===== src/rtl/pwm_multi_ch_if.sv =====
// Duty-write bus between the duty-write controller and the PWM engine.
// upd_pending reports that a written shadow duty has not yet taken effect.
interface pwm_multi_ch_if #(
  parameter int unsigned NCH   = 4,
  parameter int unsigned WIDTH = 8,
  parameter int unsigned CH_W  = (NCH > 1) ? $clog2(NCH) : 1
);
  logic             wr_en;
  logic [CH_W-1:0]  wr_ch;
  logic [WIDTH-1:0] wr_duty;
  logic             upd_pending;

  modport master (
    output wr_en,
    output wr_ch,
    output wr_duty,
    input  upd_pending
  );

  modport slave (
    input  wr_en,
    input  wr_ch,
    input  wr_duty,
    output upd_pending
  );
endinterface


===== src/rtl/pwm_multi_ch.sv =====
// N-channel PWM engine: shared prescaled counter (edge or center aligned), double-buffered
// duty/period/mode that switch only at a period boundary, per-channel output polarity.
module pwm_multi_ch #(
  parameter int unsigned NCH     = 4,
  parameter int unsigned WIDTH   = 8,
  parameter int unsigned PRESC_W = 8
) (
  input  logic               clk,
  input  logic               rst,
  input  logic               en,
  input  logic [PRESC_W-1:0] presc,
  input  logic [WIDTH-1:0]   period_in,
  input  logic               center_in,
  pwm_multi_ch_if.slave      duty_if,
  input  logic [NCH-1:0]     polarity,
  output logic [NCH-1:0]     pwm_out,
  output logic [WIDTH-1:0]   count,
  output logic               period_tick
);
  localparam int unsigned CH_W = (NCH > 1) ? $clog2(NCH) : 1;

  typedef enum logic {DirUp, DirDown} dir_e;

  logic [PRESC_W-1:0] presc_cnt_q, presc_cnt_d;
  logic [WIDTH-1:0]   count_q, count_d;
  dir_e               dir_q, dir_d;
  logic [WIDTH-1:0]   shadow_q [NCH];
  logic [WIDTH-1:0]   shadow_d [NCH];
  logic [WIDTH-1:0]   active_q [NCH];
  logic [WIDTH-1:0]   active_d [NCH];
  logic [WIDTH-1:0]   period_q, period_d;
  logic               mode_q, mode_d;
  logic [NCH-1:0]     pwm_q, pwm_d;
  logic               tick_q;
  logic               upd_q, upd_d;
  logic               tick, boundary, load, wr_ok;

  // Prescaler and counter / direction state machine.
  always_comb begin
    tick        = en && (presc_cnt_q == presc);
    presc_cnt_d = presc_cnt_q;
    if (tick) begin
      presc_cnt_d = '0;
    end else if (en) begin
      presc_cnt_d = presc_cnt_q + 1'b1;
    end

    count_d  = count_q;
    dir_d    = dir_q;
    boundary = 1'b0;
    if (tick) begin
      if (!mode_q) begin
        if (count_q >= period_q) begin
          count_d  = '0;
          boundary = 1'b1;
        end else begin
          count_d = count_q + 1'b1;
        end
      end else if (dir_q == DirUp) begin
        if (count_q >= period_q) begin
          // A period of 0 or 1 has no room to turn around, so it wraps like edge mode.
          if (period_q <= WIDTH'(1)) begin
            count_d  = '0;
            boundary = 1'b1;
          end else begin
            count_d = period_q - 1'b1;
            dir_d   = DirDown;
          end
        end else begin
          count_d = count_q + 1'b1;
        end
      end else begin
        if (count_q <= WIDTH'(1)) begin
          count_d  = '0;
          dir_d    = DirUp;
          boundary = 1'b1;
        end else begin
          count_d = count_q - 1'b1;
        end
      end
    end
  end

  // Shadow/active double buffering and output compare.
  always_comb begin
    wr_ok    = duty_if.wr_en && (32'(duty_if.wr_ch) < NCH);
    load     = boundary || !en;
    shadow_d = shadow_q;
    active_d = active_q;
    period_d = period_q;
    mode_d   = mode_q;
    upd_d    = upd_q;
    pwm_d    = '0;

    if (load) begin
      active_d = shadow_q;
      period_d = period_in;
      mode_d   = center_in;
      upd_d    = 1'b0;
    end
    if (wr_ok) begin
      upd_d = 1'b1;
    end
    for (int i = 0; i < NCH; i++) begin
      if (wr_ok && (duty_if.wr_ch == CH_W'(i))) begin
        shadow_d[i] = duty_if.wr_duty;
      end
      pwm_d[i] = en ? ((count_q < active_q[i]) ^ polarity[i]) : polarity[i];
    end
  end

  always_ff @(posedge clk or posedge rst) begin
    if (rst) begin
      presc_cnt_q <= '0;
      count_q     <= '0;
      dir_q       <= DirUp;
      period_q    <= '0;
      mode_q      <= 1'b0;
      pwm_q       <= '0;
      tick_q      <= 1'b0;
      upd_q       <= 1'b0;
      for (int i = 0; i < NCH; i++) begin
        shadow_q[i] <= '0;
        active_q[i] <= '0;
      end
    end else begin
      presc_cnt_q <= presc_cnt_d;
      count_q     <= count_d;
      dir_q       <= dir_d;
      period_q    <= period_d;
      mode_q      <= mode_d;
      pwm_q       <= pwm_d;
      tick_q      <= boundary;
      upd_q       <= upd_d;
      for (int i = 0; i < NCH; i++) begin
        shadow_q[i] <= shadow_d[i];
        active_q[i] <= active_d[i];
      end
    end
  end

  assign pwm_out             = pwm_q;
  assign count               = count_q;
  assign period_tick         = tick_q;
  assign duty_if.upd_pending = upd_q;
endmodule


===== src/flat_wrapper.sv =====
// flat-port wrapper written by rule: the top's interface ports become plain ports
module pwm_multi_ch_flat 
#(
  parameter int unsigned NCH     = 4,
  parameter int unsigned WIDTH   = 8,
  parameter int unsigned PRESC_W = 8
)
  (clk, rst, en, presc, period_in, center_in, polarity, pwm_out, count, period_tick, duty_if_wr_en, duty_if_wr_ch, duty_if_wr_duty, duty_if_upd_pending);
  pwm_multi_ch_if #(.NCH(NCH), .WIDTH(WIDTH)) duty_if_i ();
  input  logic clk;
  input  logic rst;
  input  logic en;
  input  logic [PRESC_W-1:0] presc;
  input  logic [WIDTH-1:0] period_in;
  input  logic center_in;
  input  logic [NCH-1:0] polarity;
  output logic [NCH-1:0] pwm_out;
  output logic [WIDTH-1:0] count;
  output logic period_tick;
  input wire logic [$bits(duty_if_i.wr_en)-1:0] duty_if_wr_en;
  input wire logic [$bits(duty_if_i.wr_ch)-1:0] duty_if_wr_ch;
  input wire logic [$bits(duty_if_i.wr_duty)-1:0] duty_if_wr_duty;
  output wire logic [$bits(duty_if_i.upd_pending)-1:0] duty_if_upd_pending;
  assign duty_if_i.wr_en = duty_if_wr_en;
  assign duty_if_i.wr_ch = duty_if_wr_ch;
  assign duty_if_i.wr_duty = duty_if_wr_duty;
  assign duty_if_upd_pending = duty_if_i.upd_pending;
  pwm_multi_ch #(.NCH(NCH), .WIDTH(WIDTH), .PRESC_W(PRESC_W)) u_core (.clk(clk), .rst(rst), .en(en), .presc(presc), .period_in(period_in), .center_in(center_in), .duty_if(duty_if_i), .polarity(polarity), .pwm_out(pwm_out), .count(count), .period_tick(period_tick));
endmodule

===== config.mk =====
export PLATFORM = sky130hd
export DESIGN_NAME = pwm_multi_ch_flat
export DESIGN_NICKNAME = d
export VERILOG_FILES = /design/src/rtl/pwm_multi_ch_if.sv /design/src/rtl/pwm_multi_ch.sv /design/src/flat_wrapper.sv
export SDC_FILE = /design/constraint.sdc
export NUM_CORES = 1
export LEC_CHECK = 0
export CAP_MARGIN = 20
export CORE_ASPECT_RATIO = 1.2
export CORE_UTILIZATION = 45
export CTS_CLUSTER_SIZE = 28
export DETAILED_ROUTE_END_ITERATION = 12
export PLACE_DENSITY = 0.67
export SLEW_MARGIN = 30
export SYNTH_ARGS = -nofsm -noshare
export SYNTH_HDL_FRONTEND = slang
export SYNTH_SLANG_ARGS = --single-unit

===== constraint.sdc =====
create_clock -name clk -period 3 [get_ports clk]
set_clock_uncertainty 0.05 [all_clocks]
set_input_delay 0.45 -clock clk [delete_from_list [all_inputs] [get_ports clk]]
set_output_delay 0.45 -clock clk [all_outputs]
set_load 0.02 [all_outputs]

* Yosys cells after proc, flatten, opt, wreduce, memory -nomap -nowiden
Cells that the tools add are included.
** Operators by class
- $add $sub $neg :: 4
- Magnitude comparators :: 7
- Equality and inequality tests :: 4
- Multiplexer cells :: 25
- Bitwise operators :: 4
- Reductions and logical operators :: 11
** Operator list (number)
- $mux W8 :: 8
- $lt A8 B8 Y1 :: 4
- $mux W1 :: 17
- $add A8 B1 Y8 const B :: 2
- $le A8 B1 Y1 const B :: 2
- $sub A8 B1 Y8 const B :: 2
- $eq A8 B8 Y1 :: 1
- $ge A8 B8 Y1 :: 1
- $logic_and A1 B1 Y1 :: 5
- $eq A2 B2 Y1 const B :: 2
- $reduce_bool A2 Y1 :: 2
- $xor A1 B1 Y1 :: 4
- $eq A2 B1 Y1 const B :: 1
- $logic_not A2 Y1 :: 1
- $reduce_and A2 Y1 :: 1
- $logic_not A1 Y1 :: 1
- $logic_or A1 B1 Y1 :: 1
** Storage, ports and cells
- Bits in registers :: 96
- Bits of input ports :: 35
- Output and inout bits :: 14

* Depth between registers and ports, before layout
- Word-level depth :: 9
- Depth in mapped cells :: 10
- Mapped depth without buffers :: 8

* Worst setup path after synthesis
No wires, ideal clock.
- Path kind :: register to register
- Start :: register u_core.count_q[0] (netlist: u_core.count[0])
- End :: register u_core.active_q[10] in the netlist's numbering
- Library setup time :: 125 ps
- Data arrival time :: 2800 ps
- Slack :: 25 ps
- Cell stages (with the launch flop) :: 11
- Buffers on the path :: 2
- Clock period less this slack :: 2975 ps
- Path through :: dfrtp_1 > clkbuf_1 > inv_1 > ha_1 > nand2b_1 > a2111oi_4 > o32ai_4 > nor2_8 > o31ai_4 > buf_8 > mux2_4
** Between the ends
- Word-level cells in the longest chain between the ends :: 6
** RTL lines
- from (decl) :: RTL line pwm_multi_ch.sv:25 : logic [WIDTH-1:0] count_q, count_d;
- from (signal assigned) :: RTL line pwm_multi_ch.sv:128 : count_q <= count_d;
- $ge A8 B8 Y1 / $le A8 B1 Y1 (equally long branches) :: RTL line pwm_multi_ch.sv:53, pwm_multi_ch.sv:60, pwm_multi_ch.sv:73
- $mux W1, on equally long branches :: RTL line pwm_multi_ch.sv:60, pwm_multi_ch.sv:73
- $mux W1 :: RTL line pwm_multi_ch.sv:59 : end else if (dir_q == DirUp) begin
- $mux W1 (*) :: RTL line pwm_multi_ch.sv:52 : if (!mode_q) begin
- $mux W1 (*) :: RTL line pwm_multi_ch.sv:51 : if (tick) begin
- $logic_or A1 B1 Y1 (*) :: RTL line pwm_multi_ch.sv:87 : load = boundary || !en;
- to (signal, indexed assignment) :: RTL line pwm_multi_ch.sv:137 : active_q[i] <= active_d[i];
- to (decl) :: RTL line pwm_multi_ch.sv:29 : logic [WIDTH-1:0] active_q [NCH];
Every way passes the cells marked *; elsewhere a longest branch is shown, timed or not.
A chain may end at the register's enable or synchronous reset.

* Worst setup path after layout
- Start :: register u_core.period_q[6]
- End :: register u_core.active_q[15] in the netlist's numbering
** Between the ends
- Word-level cells in the longest chain between the ends :: 7
** RTL lines
- from (decl) :: RTL line pwm_multi_ch.sv:31 : logic [WIDTH-1:0] period_q, period_d;
- from (signal assigned) :: RTL line pwm_multi_ch.sv:130 : period_q <= period_d;
- $le A8 B1 Y1 :: RTL line pwm_multi_ch.sv:62 : if (period_q <= WIDTH'(1)) begin
- $mux W1 :: RTL line pwm_multi_ch.sv:62
- $mux W1 :: RTL line pwm_multi_ch.sv:60 : if (count_q >= period_q) begin
- $mux W1 :: RTL line pwm_multi_ch.sv:59
- $mux W1 (*) :: RTL line pwm_multi_ch.sv:52
- $mux W1 (*) :: RTL line pwm_multi_ch.sv:51
- $logic_or A1 B1 Y1 (*) :: RTL line pwm_multi_ch.sv:87
Marked as above.

==> summary.md <==
| Metric | Value |
|---|---|
| Routed length per placed instance | `17.0 um` |
| Via total after detailed routing | `3,920` |
| Maximum clock frequency | `369 MHz` |
| CP Capture Type | `flip-flop` |
| Number of buffers between clock root and the deepest sink | `2` |
| DIE AREA | `0.0131 sq mm` |
| Post-synthesis instance total | `488` |
| CTS tree | `built` |
| Diodes inserted | `0` |
| Post-detailed-placement cell area | `0.00642 sq mm` |
| Clock sink total | `96` |
| Worst Max-Slew Pin Slew | `0.619 ns` |
| Worst slack at placement | `0.191 ns` |
| Number of distinct library cell variants in the gate-level netlist after synthesis | `60` |
| Pre-Repair DR Iteration Count | `4` |
| Height of the chip | `125 um` |
| Crit path depth | `8` |
| Via-per-instance ratio | `5.43` |
| Number of antenna violations at the first check in global routing | `0` |
| Most frequently used flop master after synthesis | `sky130_fd_sc_hd__dfrtp_1` |
| CP max-delay cell | `sky130_fd_sc_hd__o32ai_4` |
| Pin count of the biggest net entering global routing | `78` |
| Number of synthesis warnings | `0` |
| Post-layout instance area | `0.00675 sq mm` |
| Cell type with the highest aggregate area in the netlist | `sky130_fd_sc_hd__dfrtp_1` |
| Global placer's final weighted congestion | `0.875` |
| Leading cell type by number of instances after synthesis | `sky130_fd_sc_hd__dfrtp_1` |
| Synthesized area per cell | `11.6 sq um` |
| Signed area change from the synthesized netlist to the final layout | `19.1%` |
| Static Leakage | `3.12 nW` |
| Result of the run | `finished, final reports clean` |
| Clock Pin Slew Worst Setup and Hold Paths | `0.07 ns` |
| Overall Global Routing Usage | `0.201` |
| Min cycle time layout | `2.71 ns` |
| Grt ovf | `0` |
| Post-synthesis sequential area ratio | `0.424` |
| Category of the most critical setup path | `flip-flop to flip-flop` |
| Most used standard cells in the synthesized netlist | `96 x sky130_fd_sc_hd__dfrtp_1, 45 x sky130_fd_sc_hd__inv_1, 42 x sky130_fd_sc_hd__ha_1` |
| Top area cells in the synthesized netlist | `sky130_fd_sc_hd__dfrtp_1 42%, sky130_fd_sc_hd__mux2_4 10%, sky130_fd_sc_hd__ha_1 9.3%` |
| Die Span X | `104 um` |
| Worst Slack Setup Final | `0.292 ns` |
| Final count of pins violating max slew | `0` |
| Power Dens Cells | `623 mW/mm^2` |
| Syn nets | `565` |
| Number of port buffers | `48` |
| Worst min-delay path class | `input pin to async pin` |
| RSZ-0062 raised after global routing | `no` |
| Final period utilization | `0.903` |
| Final number of hold-violating endpoints | `0` |
| Post-detailed-placement half-perimeter wirelength | `8900 um` |
| Worst skew pair latency | `0.34 ns` |
| Family with the most delay on the worst path | `compound AO/OA/AOI/OAI gates` |
| Setup TNS | `0 ns` |
| Share of flip-flops with an asynchronous set or reset | `1.00` |
| Overall power consumption | `4.21 mW` |
| Vias in the first global route | `4,037` |
| Endpoint arrival time on the critical path | `2.88 ns` |
| Fin Hold WS | `0.437 ns` |
| Ordered list of cells on the worst path | `inv_1 > ha_1 > nand4_1 > o32ai_4 > nor2_8 > o31ai_4 > buf_12 > mux2_2` |
| Worst stage delay on the critical path | `0.47 ns` |
| Flop and latch count out of synthesis | `96` |
| Post-layout net count | `633` |
| Count of cells resized by post-cts repair | `0` |
| Post-route antenna net violation count | `0` |
| Number of enable flip-flop cells after synthesis | `0` |
| Combined area of all synthesized cells | `0.00567 sq mm` |
| WP data required | `3.17 ns` |
| Number of buffers added by the clock tree synthesis step | `9` |
| Starting utilization of the core area | `0.466` |
| Rel. slew slack | `0.585` |
| Placeable core area | `0.0122 sq mm` |
| Max-capacitance violation count | `0` |
| Share of layout cells above drive strength 1 | `0.226` |
| Final wirelength | `12,300 um` |
| Area share of the leading cell type in the synthesized netlist | `0.424` |
| Detailed-route DRC error count | `0` |
| Final Setup Violations | `0` |
| Max Fanout on Critical Path | `34` |
| Cell at the root of the clock tree | `sky130_fd_sc_hd__clkbuf_16` |
| Buffer and inverter count on the worst path | `2` |
| Worst VDD drop | `0.000282 V` |
| First-pass GRT wire length | `20,400 um` |
| First DRT Iteration DRCs | `120` |
| Max H-tree Level | `3` |
| Worst reg2reg path depth | `8` |
| Number of rows created at floorplan | `44` |
| Launching element type of the critical path | `flip-flop` |
| Ports | `49` |
-- placed cells by master, fill, tap and decap left out, types with 11 or more instances in the layout --
master,synthesis,final
sky130_fd_sc_hd__o21ai_0,18,18
sky130_fd_sc_hd__nor2_1,19,19
sky130_fd_sc_hd__inv_1,45,44
sky130_fd_sc_hd__nand2_1,18,18
sky130_fd_sc_hd__clkdlybuf4s50_1,0,48
sky130_fd_sc_hd__nand4_1,12,12
sky130_fd_sc_hd__buf_4,0,17
sky130_fd_sc_hd__mux2_2,34,34
sky130_fd_sc_hd__dfrtp_1,96,96
sky130_fd_sc_hd__nor3_1,17,17
sky130_fd_sc_hd__xnor2_1,15,15
sky130_fd_sc_hd__nand3_1,11,11
sky130_fd_sc_hd__mux2_4,39,39
sky130_fd_sc_hd__ha_1,42,42
-- final cells by class --
| class | count | area, sq um |
|---|---|---|
| repair buffers | 67 | 648 |
| clock inverters | 5 | 80.1 |
| flip-flops and latches | 96 | 2400 |
| well taps | 161 | 201 |
| clock buffers | 11 | 243 |
| fillers | 1061 | 5410 |
| multi-input cells | 337 | 3010 |
| inverters | 45 | 173 |
-- what timing repair did --
action,in CTS,in global routing
buffers inserted,0,2
hold endpoints to repair,0,0
setup endpoints to repair,0,1
hold buffers,0,0
-- layer usage --
metal,up-vias,part of all wire,track usage
met5,-,0,0
met4,0,0.023,0.0840
met3,18,0.028,0.0391
met2,71,0.51,0.343
met1,1938,0.44,0.249
li1,1893,-,-
-- cells by family after synthesis --
family / Yosys count / share of synthesized area
AO/OA/AOI/OAI: 79 / 0.105
XOR/XNOR: 23 / 0.0368
adder cells (fa/ha/maj): 42 / 0.0927
buffers and inverters: 55 / 0.0463
flip-flops: 96 / 0.424
multiplexers: 80 / 0.183
AND/OR/NAND/NOR: 113 / 0.113
-- registers in the layout, summed over array words and instances, names as in the netlist --
| name | cells |
|---|---|
| u_core.shadow_q | 32 |
| u_core.pwm_out | 4 |
| u_core.duty_if.upd_pending | 1 |
| u_core.period_q | 8 |
| u_core.presc_cnt_q | 8 |
| u_core.dir_q | 1 |
| u_core.mode_q | 1 |
| u_core.count | 8 |
| u_core.active_q | 32 |
| u_core.period_tick | 1 |
-- stage by stage --
| stage | util | instances |
|---|---|---|
| final | 0.555 | 722 |
| after detailed placement | 0.527 | 704 |
| after floorplan | - | 488 |
| after CTS | 0.554 | 720 |
| after global routing | 0.555 | 722 |
| after global placement | 0.527 | 704 |
-- path summary, 6_finish.rpt --
check / slack (ns) / to / startpoint
min: 0.44 / u_core.pwm_out[3] / rst
max reg2reg: 0.29 / u_core.active_q[15] / u_core.period_q[6]
min reg2reg: 0.45 / u_core.active_q[19] / u_core.shadow_q[19]
min in group clk: 0.45 / u_core.active_q[19] / u_core.shadow_q[19]
max in group asynchronous: 1.71 / u_core.shadow_q[24] / rst
max: 0.29 / u_core.active_q[15] / u_core.period_q[6]
-- power breakdown --
part | internal [mW] | leakage [nW] | total (mW) | switching (mW)
registers | 1.55 | 1.15 | 1.73 | 0.180
clock network | 0.752 | 0.152 | 1.24 | 0.483
logic | 0.662 | 1.83 | 1.25 | 0.584
(Power assumes the default switching activity.)
